File: config.mk
export PLATFORM = sky130hd
export DESIGN_NAME = serial_bit_feeder
export DESIGN_NICKNAME = d
export VERILOG_FILES = /design/src/rtl/serial_bit_feeder.sv
export SDC_FILE = /design/constraint.sdc
export NUM_CORES = 1
export LEC_CHECK = 0
export BUFFER_PORTS_ARGS = -buffer_cell sky130_fd_sc_hd__buf_2
export CORE_AREA = 2 2 39 41
export CTS_CLUSTER_SIZE = 14
export DETAILED_ROUTE_END_ITERATION = 16
export DIE_AREA = 0 0 41 43
export PLACE_DENSITY = 0.8
export REMOVE_ABC_BUFFERS = 1
export SETUP_SLACK_MARGIN = 0.02
export SLEW_MARGIN = 20
export SYNTH_ARGS = -nofsm -noshare
export SYNTH_HDL_FRONTEND = slang
export SYNTH_SLANG_ARGS = --single-unit
export TNS_END_PERCENT = 1
File: constraint.sdc
create_clock -name clk -period 1.9 [get_ports clk]
set_input_delay 0.285 -clock clk [delete_from_list [all_inputs] [get_ports clk]]
set_output_delay 0.285 -clock clk [all_outputs]
set_load 0.01 [all_outputs]
File: src/rtl/serial_bit_feeder.sv
// -----------------------------------------------------------------------------
// serial_bit_feeder
//
// Parallel-to-serial front end for the 1101 sequence detector. Words arrive
// over a valid/ready handshake and leave one bit per clock on x, with x_valid
// qualifying each bit and x_last marking the final bit of each word.
//
// Parameters:
//   W         - word width in bits (2..32)
//   MSB_FIRST - 1: bit W-1 leaves first; 0: bit 0 leaves first
//
// Ports:
//   clk      - clock, rising edge
//   rst      - asynchronous active-low reset (0 = in reset)
//   in_data  - word to serialise, sampled on the accepting edge only
//   in_valid - producer has a word on in_data
//   in_ready - block can accept a word this cycle (from registered state only)
//   x        - serial bit to the detector (registered)
//   x_valid  - x carries a live bit (registered)
//   x_last   - current bit is the final bit of its word (registered)
//
// Build option:
//   SER_DOUBLE_BUFFER_EN - adds a one-entry hold register so that words stream
//                          with no idle gap (period W instead of W+1).
// -----------------------------------------------------------------------------
module serial_bit_feeder #(
    parameter int unsigned W         = 8,
    parameter bit          MSB_FIRST = 1'b1
) (
    input  logic         clk,
    input  logic         rst,
    input  logic [W-1:0] in_data,
    input  logic         in_valid,
    output logic         in_ready,
    output logic         x,
    output logic         x_valid,
    output logic         x_last
);

    localparam int unsigned     CntW    = (W > 1) ? $clog2(W) : 1;
    localparam logic [CntW-1:0] LastCnt = CntW'(W - 1);

    typedef enum logic [0:0] {
        StIdle,
        StShift
    } state_e;

    state_e          state_q, state_d;
    logic [CntW-1:0] cnt_q, cnt_d;
    logic [W-1:0]    shift_q, shift_d;
    logic            x_q, x_d;
    logic            x_valid_q, x_valid_d;
    logic            x_last_q, x_last_d;
    logic            accept;
    logic            last_bit;

    // Advance the shifter by one position towards the output end.
    function automatic logic [W-1:0] shift_once(input logic [W-1:0] v);
        if (MSB_FIRST) begin
            return {v[W-2:0], 1'b0};
        end else begin
            return {1'b0, v[W-1:1]};
        end
    endfunction

    // Bit currently presented at the output end of the shifter.
    function automatic logic head_bit(input logic [W-1:0] v);
        if (MSB_FIRST) begin
            return v[W-1];
        end else begin
            return v[0];
        end
    endfunction

    assign last_bit = (state_q == StShift) && (cnt_q == LastCnt);

`ifdef SER_DOUBLE_BUFFER_EN
    logic [W-1:0] hold_q, hold_d;
    logic         hold_full_q, hold_full_d;

    // Readiness depends only on the hold slot, so a word can be taken while
    // the shifter is still busy with the previous one.
    assign in_ready = rst && !hold_full_q;
`else
    assign in_ready = rst && (state_q == StIdle);
`endif

    assign accept = in_valid && in_ready;

    always_comb begin
        state_d = state_q;
        cnt_d   = cnt_q;
        shift_d = shift_q;
`ifdef SER_DOUBLE_BUFFER_EN
        hold_d      = hold_q;
        hold_full_d = hold_full_q;
`endif

        unique case (state_q)
            StIdle: begin
                // In IDLE an accepted word goes straight into the shifter.
                if (accept) begin
                    state_d = StShift;
                    cnt_d   = '0;
                    shift_d = in_data;
                end
            end

            StShift: begin
                if (!last_bit) begin
                    cnt_d   = cnt_q + 1'b1;
                    shift_d = shift_once(shift_q);
`ifdef SER_DOUBLE_BUFFER_EN
                    if (accept) begin
                        hold_d      = in_data;
                        hold_full_d = 1'b1;
                    end
`endif
                end else begin
`ifdef SER_DOUBLE_BUFFER_EN
                    // Last bit leaving: reload from the hold slot if it has a
                    // word, otherwise take a word being accepted this edge.
                    if (hold_full_q) begin
                        shift_d     = hold_q;
                        cnt_d       = '0;
                        hold_full_d = accept;
                        if (accept) begin
                            hold_d = in_data;
                        end
                    end else if (accept) begin
                        shift_d = in_data;
                        cnt_d   = '0;
                    end else begin
                        state_d = StIdle;
                        cnt_d   = '0;
                    end
`else
                    state_d = StIdle;
                    cnt_d   = '0;
`endif
                end
            end

            default: begin
                state_d = StIdle;
                cnt_d   = '0;
            end
        endcase
    end

    // Output registers are computed from the next state so that they line up
    // with the shifter contents in the same cycle.
    always_comb begin
        x_valid_d = (state_d == StShift);
        x_d       = x_valid_d && head_bit(shift_d);
        x_last_d  = x_valid_d && (cnt_d == LastCnt);
    end

    always_ff @(posedge clk or negedge rst) begin
        if (!rst) begin
            state_q   <= StIdle;
            cnt_q     <= '0;
            shift_q   <= '0;
            x_q       <= 1'b0;
            x_valid_q <= 1'b0;
            x_last_q  <= 1'b0;
        end else begin
            state_q   <= state_d;
            cnt_q     <= cnt_d;
            shift_q   <= shift_d;
            x_q       <= x_d;
            x_valid_q <= x_valid_d;
            x_last_q  <= x_last_d;
        end
    end

`ifdef SER_DOUBLE_BUFFER_EN
    always_ff @(posedge clk or negedge rst) begin
        if (!rst) begin
            hold_q      <= '0;
            hold_full_q <= 1'b0;
        end else begin
            hold_q      <= hold_d;
            hold_full_q <= hold_full_d;
        end
    end
`endif

    assign x       = x_q;
    assign x_valid = x_valid_q;
    assign x_last  = x_last_q;

endmodule

=== After elaboration in Yosys (flattened, before gate mapping) ===
Cells that the tools add are included.

* Flip-flop bits (word level): 14
* Bits of input ports: 11
* Output and inout bits: 4
* Word-level logic and storage cells: 27

* Add/subtract/negate cells: 1
* Equality and inequality tests: 4
* Multiplexer cells: 9
* Bitwise operators: 1
* Reductions and logical operators: 6

{| class="wikitable"
|+ Operators with widths
! cell !! number
|-
| two-way mux 8 bit || 2
|-
| case mux 8 bit (2 select lines) || 1
|-
| equality test 3 bit (second input constant) || 2
|-
| two-way mux 3 bit || 2
|-
| case mux 3 bit (2 select lines) || 1
|-
| logical AND 1 bit || 5
|-
| != test 2 bit (second input constant) || 2
|-
| adder 3 x 1 -> 3 bit (second input constant) || 1
|-
| two-way mux 1 bit || 2
|-
| case mux 1 bit (2 select lines) || 1
|-
| AND reduction 2 bit || 1
|-
| NOT 1 bit || 1
|}

=== Logic depth before layout (Yosys ltp) ===
Gate-level depths: netlist (run 1).

* Depth in word-level cells: 7
* Depth in mapped cells: 6
* Depth with buffers taken out: 5

=== Worst setup path before layout (run 1) ===
OpenSTA, ideal clock, no wires.

* Path kind: reg2reg
* Start point: reg cnt_q[0]
* End point: reg shift_q[1]
* Setup time: 0.118 ns
* Data arrival time: 1.229 ns
* Setup slack: 0.553 ns
* Cell stages (with the launch flop): 7
* Period minus slack after synthesis: 1.347 ns
* Cell sequence: dfrtp_1 ha_1 ha_1 nor2b_4 buf_4 a22o_1 a21o_1

* Cells in the longest elaborated chain, start to end: 4

{| class="wikitable"
|+ RTL lines
! item !! line !! RTL
|-
| start: declaration || 49 || <nowiki>logic [CntW-1:0] cnt_q, cnt_d;</nowiki>
|-
| start signal: assignment || 169 || <nowiki>cnt_q <= cnt_d;</nowiki>
|-
| equality test 3 bit || 75 || <nowiki>assign last_bit = (state_q == StShift) && (cnt_q == LastCnt);</nowiki>
|-
| logical AND 1 bit || 75 ||
|-
| != test 2 bit (no line) || -- ||
|-
| AND reduction 2 bit (no line) || -- ||
|-
| end signal: assignment || 170 || <nowiki>shift_q <= shift_d;</nowiki>
|-
| end: declaration || 50 || <nowiki>logic [W-1:0] shift_q, shift_d;</nowiki>
|}

Every way passes these cells.
A chain may end at the register's enable or synchronous reset.

=== Final worst setup path (run 1) ===
* Start point: in rst
* End point: out in_ready

* Cells in the longest elaborated chain, start to end: 1

{| class="wikitable"
|+ RTL lines
! item !! line !! RTL
|-
| start: declaration || 31 || <nowiki>input logic rst,</nowiki>
|-
| logical AND 1 bit || 85 || <nowiki>assign in_ready = rst && (state_q == StIdle);</nowiki>
|-
| end: declaration || 34 || <nowiki>output logic in_ready,</nowiki>
|}

Every way passes these cells.

==> results of run 1 <==
==> power groups by stage <==
stage	registers (uW)	logic [uW]	clock network, uW
after global routing	475	465	196
after floorplan	462	294	0
after detailed placement	464	410	0
final	457	406	172
after global placement	459	395	0
after CTS	459	416	180
==> state kept, by name (all words and copies together) (netlist names) <==
name     flops
shift_q      7
x            1
cnt_q        3
x_valid      1
x_last       1
==> routing by layer <==
layer | GRT usage, % | share of wire, % | vias up
met1 | 19.2 | 44 | 207
met2 | 20.3 | 47 | 16
li1 | - | - | 213
met5 | 0 | 0 | -
met4 | 8.00 | 1.4 | 0
met3 | 6.28 | 7.6 | 2
==> metrics by stage <==
step                      total power, uW  instances  util [%]  cell area [sq um]
after floorplan                       755         48         -                571
after global placement                853         79      48.3                668
after detailed placement              874         79      48.3                668
after CTS                            1050         84      50.9                704
after global routing                 1140         84      50.9                704
final                                1040         84      50.9                704
==> worst register-to-register path, stage by stage, from the launching register on <==
cell     delay [ns]
dfrtp_1        0.41
ha_1           0.21
ha_1           0.21
nor2b_4        0.27
nor2_1         0.18
a21o_1         0.21
==> logic make-up (layout without fill, tap and decap cells) <==
kind of cell | Yosys count | count (layout) | synth area share [%]
AO/OA/AOI/OAI | 16 | 16 | 21.0
AND/OR/NAND/NOR | 15 | 15 | 15.1
flip-flops | 13 | 13 | 55.2
buffers and inverters | 4 | 22 | 4.46
adder cells (fa/ha/maj) | 2 | 2 | 4.25
==> layout make-up <==
class / count / area, sq um
Timing Repair Buffer: 16 / 87.6
Fill cell: 132 / 679
Sequential cell: 13 / 325
Multi-Input combinational cell: 33 / 238
Clock buffer: 4 / 26.3
Tap cell: 16 / 20.0
Inverter: 2 / 7.51
==> synthesized netlist by cell type <==
cell type,instances
and2b_2,2
dfrtp_1,13
a22o_1,6
inv_1,2
nor2b_4,1
a21o_1,6
nor2_1,1
and4b_1,1
a2bb2oi_1,1
buf_4,1
and3b_2,1
nand2_1,9
o31ai_1,1
o21ai_0,2
buf_6,1
ha_1,2
==> worst paths after layout <==
path | end | slack, ns | cells after the start
max | in_ready | 0.16 | 5
min | x | 0.19 | 3
max reg2reg | shift_q[1] | 0.31 | 5
min reg2reg | x | 0.48 | 2
max in group asynchronous | shift_q[2] | 1.27 | 3
min in group asynchronous | x | 0.47 | 3
==> timing repair <==
action,in CTS,in global routing
endpoints found under the hold margin,13,0
hold buffers,1,0
gates resized for setup,0,0
buffers inserted,0,0
==> flow_summary.toml, run 1 <==
[sta]
fmax_mhz = 575
period_share_pct = 91.5
rsz0062_at_grt = "no"
timing.final.ws_setup_ns = 0.161
slew_viol_final = 0
tightest_slew_ns = 0.411
hold_viol_final = 0
max_slew_margin_pct = 72.5
setup_violations = 0
final.setup_skew_ns = 0.000739
holdWs_ns = 0.191
min_period_ns = 1.74
tns_ns = 0

[power_and_ir_drop]
seqPwrFrac_pct = 44.1
pwr-share-comb_pct = 39.2
p_switching_uw = 356
netSwitchingFraction_pct = 34.3
peakVddDrop_v = 0.000622
power_density_nw_per_um2 = 1470
pwr-share-clk_pct = 16.6
p_int_uw = 680
p_leak_uw = 0.000409

[run_status]
outcome = "finished clean"

[routing]
vias = 438
drtIter0Drc = 6
viasPerCell = 5.21
antenna_violating_nets_post_route = 0
drt_first_pass_iters = 4
routed_wl_microns = 985
drc = 0
avgRoutedWirePerCell_microns = 11.7

[floorplanning]
row_count = 14
die_x_microns = 41
ios = 15
initial_core_util_pct = 42.6
core_region_area_sq_um = 1380
dieArea_sq_um = 1760
die_y_microns = 43

[setup_path]
cpPeakStageDelay_ns = 0.53
cp-start-kind = "input pin"
crit_buf_inv = 4
critPathKind = "in -> out"
crit_top_cell = "buf_2"
cp_cell_sequence = "dlygate4sd3_1, buf_2, buf_4, and2b_2, buf_2"
cp_top_family = "buffers and inverters"
endpoint_kind = "output pin"
crit_fanout = 15
required_ns = 1.62
worstPathArrival_ns = 1.45
slowest_stage = "dlygate4sd3_1"
worstReg2RegStart = "cnt_q[0]"
cp-startpoint = "rst"

[yosys]
yosysTopAreaCell = "dfrtp_1"
syn-cell-area_sq_um = 589
netlist_instances = 50
netlist_top_cells_area = "dfrtp_1, a22o_1, a21o_1"
yosys.area.top_type_share_pct = 55.2
ys_ff_latch = 13
yosysSeqAreaShare_pct = 55.2
synth-warning-count = 0
synth.avg_cell_area_sq_um = 11.8
synth_cell_types = 16

[global_routing]
grt_pass1_vias = 399
grt_max_degree = 16
grt_pass1_wl_microns = 1700
grt_usage_pct = 14.9
antenna_found_initial = 0
grt-ovfl-total = 0

[placed_design]
place.gp.congestion = 0.652
post-place-ws_ns = 0.312
port_buffers = 14
hpwl_microns = 699

[clock_tree]
cts_sinks = 13
clock_path_buffers = 2
root_buffer = "clkbuf_4"
cts_buffers = 3
clock_latency_ns = 0.28
htree_num_levels = 1
clkTransAtPathRegs_ns = 0.08
cts_tree = "done"

[final_layout]
final_cell_mix = "buf_2, dfrtp_1, nand2_1"
n_antenna_cell = 0
final_layout_size_suffix_gt1_share_pct = 32.4
num-nets-final = 82
synthToLayoutAreaGrowth_pct = 19.5
layout.cells.most_common = "buf_2"

[worst_hold_path]
hold_path_class = "in -> reg"
min-delay-start = "in_data[7]"

[flow_run]
cap_viol_max_count = 0
(Power assumes the default switching activity.)
==> inputs of run 2 (changes only) <==
--- a/config.mk
+++ b/config.mk
@@ -5,12 +5,12 @@
 export SDC_FILE = /design/constraint.sdc
 export NUM_CORES = 1
 export LEC_CHECK = 0
-export BUFFER_PORTS_ARGS = -buffer_cell sky130_fd_sc_hd__buf_2
 export CORE_AREA = 2 2 39 41
 export CTS_CLUSTER_SIZE = 14
 export DETAILED_ROUTE_END_ITERATION = 16
 export DIE_AREA = 0 0 41 43
-export PLACE_DENSITY = 0.8
+export DONT_BUFFER_PORTS = 1
+export PLACE_DENSITY = 0.71
 export REMOVE_ABC_BUFFERS = 1
 export SETUP_SLACK_MARGIN = 0.02
 export SLEW_MARGIN = 20
==> constraint.sdc (replaced) <==
create_clock -name clk -period 1.9 [get_ports clk]
set_input_delay 0.285 -clock clk [delete_from_list [all_inputs] [get_ports clk]]
set_output_delay 0.285 -clock clk [all_outputs]
set_load 0.1 [all_outputs]
==> run 2 against run 1 <==
Register-to-register slack barely moved. Utilization fell by 4.0 points. Sequential share of layout area rose by 3.9 points. Worst hold slack got worse by 0.085 ns. Critical endpoint is now shift_q[2].
==> flow_summary.toml, run 2 (same netlist as run 1, synthesis figures left out) <==
[placed_design]
hpwl_microns = 720
place.gp.congestion = 0.683
port_buffers = 0

[sta]
slew_viol_final = 0
max_slew_margin_pct = 61.6
period_share_pct = 83.1
min_period_ns = 1.58
setup_violations = 0
final.setup_skew_ns = 0.00184
rsz0062_at_grt = "no"
tightest_slew_ns = 0.574
fmax_mhz = 634
tns_ns = 0
hold_viol_final = 0

[floorplanning]
dieArea_sq_um = 1760
die_x_microns = 41
ios = 15
initial_core_util_pct = 42.6
core_region_area_sq_um = 1380
die_y_microns = 43
row_count = 14

[global_routing]
grt_pass1_wl_microns = 1620
grt_usage_pct = 14.6
grt_pass1_vias = 390
grt-ovfl-total = 0
grt_max_degree = 14
antenna_found_initial = 0

[setup_path]
worstPathArrival_ns = 1.75
cp_cell_sequence = "ha_1, ha_1, nor2b_4, nor2_1, a21o_1"
worstReg2RegStart = "cnt_q[0]"
crit_fanout = 13
endpoint_kind = "register"
reg2reg_slack_ns = 0.32
slowest_stage = "dfrtp_1"
required_ns = 2.08
reg2regPathDepth = 5
cp-start-kind = "register"
r2r-end = "shift_q[2]"
crit_top_cell = "ha_1"
cpPeakStageDelay_ns = 0.40
critPathKind = "reg -> reg"

[final_layout]
layout.cells.most_common = "dfrtp_1"
final_cell_mix = "dfrtp_1, nand2_1, a22o_1, a21o_1"
multi_input_area_sq_um = 238
regMostFlops = "shift_q"
synthToLayoutAreaGrowth_pct = 10.2
final_layout_size_suffix_gt1_share_pct = 17.9
n_antenna_cell = 0
seq_area_sq_um = 325
fillCellCount = 139
largest_reg_flops = 7
num-nets-final = 70
largest_registers = "shift_q x7, cnt_q x3"

[worst_hold_path]
min-delay-start = "in_data[7]"
hold_path_depth = 2
hold-path-endpoint = "x"
hold_path_class = "in -> reg"

[routing]
viasPerCell = 5.50
drt_first_pass_iters = 3
drc = 0
drtIter0Drc = 1
vias = 396
avgRoutedWirePerCell_microns = 13.7
routed_wl_microns = 985
antenna_violating_nets_post_route = 0

[clock_tree]
cts_buffers = 3
hold_buffers = 1
postCtsSetupRepairBufs = 0
clock_path_buffers = 2
clock_latency_ns = 0.28
cts_resized = 0
cts_sinks = 13
htree_num_levels = 1
clkTransAtPathRegs_ns = 0.08
cts_tree = "done"
root_buffer = "clkbuf_4"

[run_status]
outcome = "finished clean"

[power_and_ir_drop]
power_density_nw_per_um2 = 1940
peakVddDrop_v = 0.000582
p_leak_uw = 0.000362
p_total_uw = 1260

[flow_run]
cap_viol_max_count = 0
==> run 2: cell types whose count changed in the layout (fill, tap and decap cells not counted) <==
| cell | delta |
|---|---|
| buf_2 | -14 |
| buf_4 | +2 |
==> run 2: worst max path at each step <==
stage	startpoint	endpoint	slack (ns)	cells after the start
after floorplan	x_valid	shift_q[1]	0.09	3
after CTS	x_valid	in_ready	0.31	1
after global placement	cnt_q[0]	shift_q[1]	0.36	5
after global routing	cnt_q[0]	shift_q[1]	0.23	5
final	cnt_q[0]	shift_q[2]	0.32	5
after detailed placement	cnt_q[0]	shift_q[1]	0.32	5
==> run 2: routing by layer <==
| layer | wire length [microns] | up-vias | global-route usage (%) |
|---|---|---|---|
| li1 | - | 191 | - |
| met1 | 438 | 187 | 18.7 |
| met2 | 445 | 15 | 18.1 |
| met3 | 76 | 3 | 7.85 |
| met4 | 25 | 0 | 10.0 |
| met5 | 0 | - | 0 |
==> run 2: metrics by stage <==
step	instances	area [sq um]	utilization [%]	worst slack, ns	hold slack [ns]
2_1_floorplan	48	571	-	0.0930	-0.0106
3_3_place_gp	67	613	44.3	0.356	-0.0103
3_5_place_dp	67	613	44.3	0.320	-0.0103
4_1_cts	72	649	46.9	0.311	0.0989
5_1_grt	72	649	46.9	0.227	0.0911
6_report	72	649	46.9	0.322	0.106
==> run 2: cell type report <==
type                    instances  area share [%]
clock buffers                   4            4.05
inverters                       2            1.16
multi-input cells              33            36.6
flip-flops and latches         13            50.1
well taps                      16            3.08
repair buffers                  4            5.01
==> run 2: critical path, delay by kind of cell (launching register included) <==
| family | cells | cell delay [ns] |
|---|---|---|
| flip-flops | 1 | 0.40 |
| AO/OA/AOI/OAI | 1 | 0.21 |
| AND/OR/NAND/NOR | 2 | 0.45 |
| adder cells (fa/ha/maj) | 2 | 0.40 |
==> run 2: power breakdown <==
| group | total (uW) | internal [uW] | switching (uW) |
|---|---|---|---|
| combinational | 630 | 212 | 418 |
| clock | 173 | 81.7 | 91.0 |
| sequential | 458 | 390 | 67.5 |
